## src/rtl/stream_pkg.sv

```systemverilog
// Shared stream types: lane/width constants and the tagged beat held in the output slot.
package stream_pkg;
  localparam int STREAM_WIDTH = 8;
  localparam int STREAM_LANES = 4;

  typedef logic [1:0] lane_idx_t;

  typedef struct packed {
    logic [STREAM_WIDTH-1:0] bits;
    lane_idx_t               idx;
  } tagged_beat_t;
endpackage

```

## src/rtl/rr_arbiter.sv

```systemverilog
// Combinational round-robin picker: first requester at or after ptr, wrapping modulo N.
module rr_arbiter #(
  parameter int N  = 4,
  parameter int IW = $clog2(N)
) (
  input  logic [N-1:0]  req,
  input  logic [IW-1:0] ptr,
  output logic [N-1:0]  grant_onehot,
  output logic [IW-1:0] grant_idx,
  output logic          any
);
  always_comb begin
    grant_idx    = '0;
    any          = 1'b0;
    grant_onehot = '0;
    // Walk offsets from farthest to nearest so the lane closest to ptr wins.
    for (int i = N - 1; i >= 0; i--) begin
      if (req[ptr + IW'(i)]) begin
        grant_idx = ptr + IW'(i);
        any       = 1'b1;
      end
    end
    for (int j = 0; j < N; j++) begin
      grant_onehot[j] = any && (grant_idx == IW'(j));
    end
  end
endmodule

```

## src/rtl/stream_collector.sv

```systemverilog
// Four-to-one round-robin stream merger with a one-entry tagged output slot and beat counter.
module stream_collector
  import stream_pkg::*;
#(
  parameter int WIDTH = STREAM_WIDTH,
  parameter int N     = STREAM_LANES
) (
  input  logic             clock,
  input  logic             reset,
  input  logic             io_in_0_valid,
  output logic             io_in_0_ready,
  input  logic [WIDTH-1:0] io_in_0_bits,
  input  logic             io_in_1_valid,
  output logic             io_in_1_ready,
  input  logic [WIDTH-1:0] io_in_1_bits,
  input  logic             io_in_2_valid,
  output logic             io_in_2_ready,
  input  logic [WIDTH-1:0] io_in_2_bits,
  input  logic             io_in_3_valid,
  output logic             io_in_3_ready,
  input  logic [WIDTH-1:0] io_in_3_bits,
  output logic             io_out_valid,
  input  logic             io_out_ready,
  output logic [WIDTH-1:0] io_out_bits,
  output logic [1:0]       io_out_idx,
  output logic [31:0]      io_count
);
  logic [N-1:0]     valid_vec;
  logic [N-1:0]     grant_onehot;
  logic [N-1:0]     ready_vec;
  logic [WIDTH-1:0] lane_bits [N];
  lane_idx_t        grant_idx;
  logic             grant_any;
  logic             free;
  logic             accept;

  tagged_beat_t slot_reg;
  logic         full_reg;
  lane_idx_t    ptr_reg;
  logic [31:0]  count_reg;

  assign valid_vec    = {io_in_3_valid, io_in_2_valid, io_in_1_valid, io_in_0_valid};
  assign lane_bits[0] = io_in_0_bits;
  assign lane_bits[1] = io_in_1_bits;
  assign lane_bits[2] = io_in_2_bits;
  assign lane_bits[3] = io_in_3_bits;

  rr_arbiter #(.N(N)) u_arb (
    .req          (valid_vec),
    .ptr          (ptr_reg),
    .grant_onehot (grant_onehot),
    .grant_idx    (grant_idx),
    .any          (grant_any)
  );

  // The slot can refill on the same edge it drains; reset masks readies so nothing is taken.
  assign free      = !full_reg || io_out_ready;
  assign accept    = free && grant_any && !reset;
  assign ready_vec = (free && !reset) ? grant_onehot : '0;

  assign io_in_0_ready = ready_vec[0];
  assign io_in_1_ready = ready_vec[1];
  assign io_in_2_ready = ready_vec[2];
  assign io_in_3_ready = ready_vec[3];

  assign io_out_valid = full_reg;
  assign io_out_bits  = slot_reg.bits;
  assign io_out_idx   = slot_reg.idx;
  assign io_count     = count_reg;

  always_ff @(posedge clock) begin
    if (reset) begin
      slot_reg  <= '0;
      full_reg  <= 1'b0;
      ptr_reg   <= '0;
      count_reg <= '0;
    end else begin
      if (full_reg && io_out_ready) begin
        count_reg <= count_reg + 32'd1;
      end
      if (accept) begin
        slot_reg <= '{bits: lane_bits[grant_idx], idx: grant_idx};
        full_reg <= 1'b1;
        ptr_reg  <= grant_idx + 2'd1;
      end else if (io_out_ready) begin
        full_reg <= 1'b0;
      end
    end
  end
endmodule

```

## config.mk

```make
export PLATFORM = sky130hd
export DESIGN_NAME = stream_collector
export DESIGN_NICKNAME = d
export VERILOG_FILES = /design/src/rtl/stream_pkg.sv /design/src/rtl/rr_arbiter.sv /design/src/rtl/stream_collector.sv
export SDC_FILE = /design/constraint.sdc
export NUM_CORES = 1
export LEC_CHECK = 0
export ABC_AREA = 0
export CAP_MARGIN = 20
export CORE_ASPECT_RATIO = 0.6
export CORE_MARGIN = 2
export CORE_UTILIZATION = 31
export DETAILED_ROUTE_END_ITERATION = 16
export GPL_TIMING_DRIVEN = 0
export PLACE_DENSITY = 0.64
export SYNTH_ARGS = -nofsm -noshare
export SYNTH_HDL_FRONTEND = slang
export SYNTH_SLANG_ARGS = --single-unit
export TNS_END_PERCENT = 30
```

## constraint.sdc

```tcl
create_clock -name clock -period 5.75 [get_ports clock]
set_input_delay 1.15 -clock clock [delete_from_list [all_inputs] [get_ports clock]]
set_output_delay 1.15 -clock clock [all_outputs]
set_load 0.05 [all_outputs]
```

==> results of run 1 <==
## layout make-up
| cell class | count | area (um^2) | share of cell area |
|---|---|---|---|
| plain buffers | 14 | 55.1 | 0.0161 |
| clock buffers | 7 | 133 | 0.0388 |
| clock inverters | 1 | 7.51 | 0.00219 |
| inverters | 6 | 22.5 | 0.00658 |
| multi-input cells | 215 | 1330 | 0.389 |
| flip-flops and latches | 45 | 901 | 0.263 |
| well taps | 104 | 130 | 0.0380 |
| repair buffers | 84 | 841 | 0.246 |
## kinds of logic after synthesis
| family | count (synthesis) | share of synthesized area |
|---|---|---|
| XOR/XNOR | 29 | 0.110 |
| AND/OR/NAND/NOR | 135 | 0.295 |
| buffers and inverters | 20 | 0.0336 |
| multiplexers | 9 | 0.0390 |
| flip-flops | 45 | 0.390 |
| AO/OA/AOI/OAI | 41 | 0.127 |
| adder cells (fa/ha/maj) | 1 | 0.00542 |
## stage by stage
| stage | hold WS (ns) | cell area [um^2] | util | std cells |
|---|---|---|---|---|
| after global placement | 0.434 | 3280 | 0.453 | 468 |
| after floorplan | 0.462 | 2310 | - | 280 |
| after global routing | 0.483 | 3420 | 0.473 | 476 |
| final | 0.449 | 3420 | 0.473 | 476 |
| after CTS | 0.454 | 3420 | 0.473 | 476 |
| after detailed placement | 0.443 | 3280 | 0.453 | 468 |
## worst max path at each step
| stage | to | slack, ns | depth (start not counted) |
|---|---|---|---|
| after floorplan | io_in_0_ready | 1.35 | 5 |
| after global placement | io_in_3_ready | 0.50 | 8 |
| after detailed placement | io_in_1_ready | 0.54 | 8 |
| after CTS | io_in_1_ready | 0.54 | 8 |
| after global routing | io_in_3_ready | 0.35 | 8 |
| final | io_in_1_ready | 0.56 | 8 |
## metal layers
layer,wire (um),up-vias,share of wire
li1,-,1192,-
met1,3730,1081,0.54
met2,2880,58,0.42
met3,291,2,0.042
met4,23,0,0.0033
met5,0,-,0
## placed cells by master, fill, tap and decap left out, types with 2 or more instances in the layout
cell,instances
nor2_1,40
o211ai_1,8
and3_1,4
a211o_1,8
buf_1,3
mux2i_1,9
dfxtp_1,45
inv_1,6
nand4_1,18
nand3_1,11
or3_1,3
or2_2,2
xor2_1,13
nor4b_1,3
nor3_1,9
nand2_1,26
o31ai_1,9
a21oi_1,8
o21ai_0,2
nand2b_1,2
clkdlybuf4s50_1,84
nor4_1,8
xnor2_1,16
clkbuf_1,11
clkbuf_16,5
and4_1,2
nor2b_1,2
## power groups by stage
stage / Clock [mW] / Combinational, mW / Sequential (mW)
3_3_place_gp: 0 / 0.182 / 0.341
3_5_place_dp: 0 / 0.183 / 0.342
6_report: 0.278 / 0.183 / 0.335
5_1_grt: 0.302 / 0.195 / 0.337
2_1_floorplan: 0 / 0.0688 / 0.383
4_1_cts: 0.286 / 0.183 / 0.334
## worst register-to-register path: stages (launching register included)
cell	delay [ns]
dfxtp_1	0.42
ha_1	0.25
nand4_1	0.32
nor3_1	0.82
nand4_1	0.26
xor2_1	0.21
nor2_1	0.05
==> run_results.csv, run 1 <==
group,metric,value,unit
sta,min_period,5.19,ns
sta,rsz0062_at_grt,"false",
cts,clk_latency,0.28,ns
layout,final_nets,411,
sta,finalSetupViolCount,0,
synthesis,synth.area.top_cells,"dfxtp_1, nor2_1, xnor2_1, xor2_1, nand4_1",
routing,wl_per_cell,14.6,um
cts,cts.sinks,45,
setup_path,crit_type,"input pin to output pin",
setup_path,cp-end-kind,"output pin",
pwr,power.total,0.795,mW
setup_path,path_max_fanout,10,
synthesis,ys_top_cells_by_count,"dfxtp_1, nor2_1, nand2_1, nand4_1, xnor2_1",
routing,routed_via_density,4.90,
synthesis,syn_avg_cell_area,8.25,um^2
global_route,use_met3,0.0377,
pwr,swShare,0.295,
sta,worst_pin_slew,0.923,ns
synthesis,yosysMostFrequentCell,"dfxtp_1",
floorplanning,dieHeight,70.9,um
synthesis,yosysTopAreaCellShare,0.390,
synthesis,async_flop_share,0,
setup_path,cp.buffers_inverters,3,
setup_path,crit_start,"io_in_2_valid",
sta,relSlewSlack,0.380,
routing,first_pass_iters,4,
synthesis,ys_seq_area_frac,0.390,
global_route,grt_max_degree,14,
hold_path,hold_start,"io_out_idx[0]",
cts,ctsResizeCount,0,
global_route,grt-busiest-layer,"met1",
placed_design,dpl.hpwl,5.38,mm
synthesis,synth_area,2310,um^2
floorplanning,die_x,115,um
run_status,status,"completed",
cts,post-cts-setup-buffer-count,0,
pwr,p_leak,1.14,nW
sta,fin_tns_setup,0,ns
setup_path,slowest_stage,"clkdlybuf4s50_1",
cts,cts_buffer_depth,2,
setup_path,r2r_slack,3.29,ns
global_route,met1_usage,0.266,
synthesis,synth_nets,320,
sta,finalCritPeriodShare,0.903,
layout,areaGrowthSynthToFinish,48.1,%
pwr,pwr-share-comb,0.230,
pwr,ir_worst_vdd,160,uV
global_route,grt_overflow,0,
cts,root_buffer,"clkbuf_16",
pwr,power_frac_seq,0.421,
synthesis,synth-seq-cells,45,
placed_design,place.gp.congestion,0.880,
layout,largest_reg_flops,32,
setup_path,required,4.60,ns
setup_path,r2r_start,"io_count[0]",
setup_path,rr_worst_depth,6,
sta,setup_slack,0.557,ns
floorplanning,die_area,8180,um^2
global_route,antenna_found_initial,0,
layout,n_antenna_cell,0,
pwr,p_clk_frac,0.349,
pwr,p_int,0.561,mW
cts,htree_num_levels,2,
cts,cts_tree,"yes",
cts,numCtsBuffers,5,
synthesis,synth_top_area_cell,"dfxtp_1",
sta,finalHoldViolations,0,
setup_path,slowest_delay,0.81,ns
floorplanning,ios,86,
synthesis,ys_warn_count,0,
synthesis,ys.flop_type,"dfxtp_1",
routing,via_count,2333,
placed_design,pre_cts_slack,0.541,ns
hold_path,min_to,"io_out_idx[0]",
floorplanning,num_rows,24,
synthesis,syn_inst,280,
sta,clock_skew,0.00380,ns
sta,fmax,0.193,GHz
setup_path,r2r_end,"io_count[18]",
run,cap_violations,0,
routing,ant_nets,0,
routing,drc_errors,0,
global_route,grt_pass1_vias,2157,
hold_path,hp-class,"register to register",
cts,cts_hold_buf,0,
routing,drt_iter0_drc,110,
pwr,p_switching,0.235,mW
setup_path,cp-start-kind,"input pin",
setup_path,crit_arrival,4.04,ns
layout,layout-drive-gt1-share,0.0349,
layout,fill_cells,712,
placed_design,io_buffers,84,
floorplanning,core,7240,um^2
setup_path,cp_cell_sequence,"clkdlybuf4s50_1, mux2i_1, nor2_1, nor3_1, buf_2, nand2_1, nor2_1, clkdlybuf4s50_1",
cts,clk_pin_slew_worst_paths,0.06,ns
global_route,grtUsageMet2,0.242,
pwr,p_per_area,233,nW/um^2
routing,routed_wl,6.93,mm
setup_path,critPathTopFamily,"buffers and inverters",
hold_path,hold_path_depth,2,
floorplanning,initial_core_util,0.319,
sta,slew_violations,0,
global_route,grt_usage,0.171,
global_route,grt_pass1_wl,11.1,mm
synthesis,synth_cell_types,39,
synthesis,synth-edff-count,0,
Note: power is estimated with default switching activity, not from simulation.
==> inputs of run 2 (changes only) <==
--- a/config.mk
+++ b/config.mk
@@ -6,13 +6,12 @@
 export NUM_CORES = 1
 export LEC_CHECK = 0
 export ABC_AREA = 0
-export CAP_MARGIN = 20
 export CORE_ASPECT_RATIO = 0.6
 export CORE_MARGIN = 2
-export CORE_UTILIZATION = 31
+export CORE_UTILIZATION = 48
 export DETAILED_ROUTE_END_ITERATION = 16
 export GPL_TIMING_DRIVEN = 0
-export PLACE_DENSITY = 0.64
+export PLACE_DENSITY = 0.91
 export SYNTH_ARGS = -nofsm -noshare
 export SYNTH_HDL_FRONTEND = slang
 export SYNTH_SLANG_ARGS = --single-unit
==> constraint.sdc (replaced) <==
create_clock -name clock -period 5.75 [get_ports clock]
set_input_delay 1.15 -clock clock [delete_from_list [all_inputs] [get_ports clock]]
set_output_delay 1.15 -clock clock [all_outputs]
set_load 0.1 [all_outputs]
==> run_results.csv, run 2 (synthesized netlist as in run 1, its figures left out) <==
group,metric,value,unit
setup_path,crit_arrival,4.42,ns
sta,fmax,0.180,GHz
setup_path,path_max_fanout,10,
global_route,antenna_found_initial,0,
setup_path,cp_cell_sequence,"clkdlybuf4s50_1, mux2i_1, nor2_1, nor3_1, buf_2, nand2_1, nor2_1, clkdlybuf4s50_1",
sta,setup_slack,0.180,ns
floorplanning,die_area,5400,um^2
routing,first_pass_iters,4,
floorplanning,dieHeight,57.7,um
pwr,p_leak,1.13,nW
global_route,grt_usage,0.253,
setup_path,cp-start-kind,"input pin",
global_route,grt_pass1_vias,2183,
sta,slew_violations,0,
sta,finalSetupViolCount,0,
layout,fin_area,3320,um^2
placed_design,pre_cts_slack,0.211,ns
routing,drt_iter0_drc,122,
setup_path,crit_type,"input pin to output pin",
routing,via_count,2375,
placed_design,place_area,3230,um^2
setup_path,slowest_stage,"clkdlybuf4s50_1",
layout,layout-drive-gt1-share,0.0350,
routing,routed_wl,6.86,mm
floorplanning,core,4610,um^2
sta,worst_pin_slew,0.997,ns
layout,final_nets,411,
setup_path,rr_worst_depth,7,
sta,clock_skew,0.00791,ns
layout,n_antenna_cell,0,
layout,fill_cells,370,
global_route,grt_pass1_wl,10.8,mm
routing,ant_nets,0,
layout,final_cell_mix,"clkdlybuf4s50_1, dfxtp_1, nor2_1",
sta,finalHoldViolations,0,
cts,clk_latency,0.30,ns
routing,routed_via_density,5.47,
sta,min_period,5.57,ns
layout,final_common_cell,"clkdlybuf4s50_1",
cts,post-cts-setup-buffer-count,0,
layout,largest_reg_flops,32,
setup_path,cp.buffers_inverters,3,
run_status,status,"completed",
pwr,p_per_area,232,nW/um^2
cts,cts_buffer_depth,2,
layout,fin_util,0.719,
sta,rsz0062_at_grt,"false",
cts,cts.sinks,45,
routing,wl_per_cell,15.8,um
cts,cts_tree,"yes",
layout,areaGrowthSynthToFinish,43.7,%
hold_path,hp-class,"register to register",
global_route,grt_overflow,0,
placed_design,dpl.hpwl,5.21,mm
sta,fin_tns_setup,0,ns
floorplanning,ios,86,
setup_path,cp-end-kind,"output pin",
sta,finalCritPeriodShare,0.969,
floorplanning,die_x,93.6,um
setup_path,required,4.60,ns
cts,numCtsBuffers,5,
routing,drc_errors,0,
global_route,grt_max_degree,13,
floorplanning,num_rows,19,
setup_path,critPathTopFamily,"buffers and inverters",
cts,htree_num_levels,2,
placed_design,place.gp.congestion,0.871,
run,cap_violations,0,
setup_path,slowest_delay,1.14,ns
sta,relSlewSlack,0.333,
placed_design,io_buffers,84,
cts,clk_pin_slew_worst_paths,0.07,ns
cts,root_buffer,"clkbuf_8",
pwr,ir_worst_vdd,132,uV
hold_path,hold_path_depth,2,
setup_path,cp.depth,8,
floorplanning,initial_core_util,0.501,
sta,timing.hold.ws,0.446,ns
-- run 2: cell types whose count changed in the layout (fill, tap and decap cells not counted) --
cell / previous run / this run
clkdlybuf4s50_1: 84 / 83
dlymetal6s2s_1: 0 / 1
clkbuf_8: 0 / 6
clkbuf_1: 11 / 10
clkbuf_16: 5 / 0
clkinvlp_4: 1 / 0
-- run 2: cell type report --
| type | instances | area, um^2 | area share |
|---|---|---|---|
| Sequential cell | 45 | 901 | 0.271 |
| Clock buffer | 7 | 86.3 | 0.0260 |
| Timing Repair Buffer | 84 | 843 | 0.254 |
| Buffer | 14 | 55.1 | 0.0166 |
| Multi-Input combinational cell | 215 | 1330 | 0.401 |
| Tap cell | 63 | 78.8 | 0.0238 |
| Inverter | 6 | 22.5 | 0.00679 |
-- run 2: what timing repair did --
item | in CTS | in global routing
gates resized for setup | 0 | 1
endpoints found under the hold margin | 0 | 0
endpoints found under the setup margin | 0 | 1
hold buffers | 0 | 0
-- run 2: final timing paths --
| check | startpoint | slack [ns] | end |
|---|---|---|---|
| setup / recovery | io_in_0_valid | 0.18 | io_in_1_ready |
| hold / removal | io_out_idx[0] | 0.45 | io_out_idx[0] |
| setup reg to reg | ptr_reg[1] | 3.27 | io_out_bits[3] |
| hold reg to reg | io_out_idx[0] | 0.45 | io_out_idx[0] |
-- run 2: report_power, final --
part	switching, mW	leakage, nW	internal (mW)
registers	0.00859	0.366	0.325
logic	0.164	0.724	0.0732
clock network	0.103	0.0443	0.0955
-- run 2: per-stage QoR --
step,cells,power (mW)
6_report,434,0.770
5_1_grt,434,0.797
4_1_cts,434,0.770
3_5_place_dp,427,0.577
3_3_place_gp,427,0.572
2_1_floorplan,280,0.505
-- run 2: layer usage --
metal	track usage	vias to the layer above	wire (um)
met3	0.0598	8	405
met2	0.390	64	3070
met4	0.0621	0	77
li1	-	1189	-
met1	0.364	1114	3310
met5	0	-	0
-- run 2: worst reg2reg max path, delay by kind of cell, from the launching register on --
family                 cells  cell delay [ns]
flip-flops                 1             0.32
multiplexers               2             0.51
buffers and inverters      2             0.67
AO/OA/AOI/OAI              1             0.09
AND/OR/NAND/NOR            2             0.77
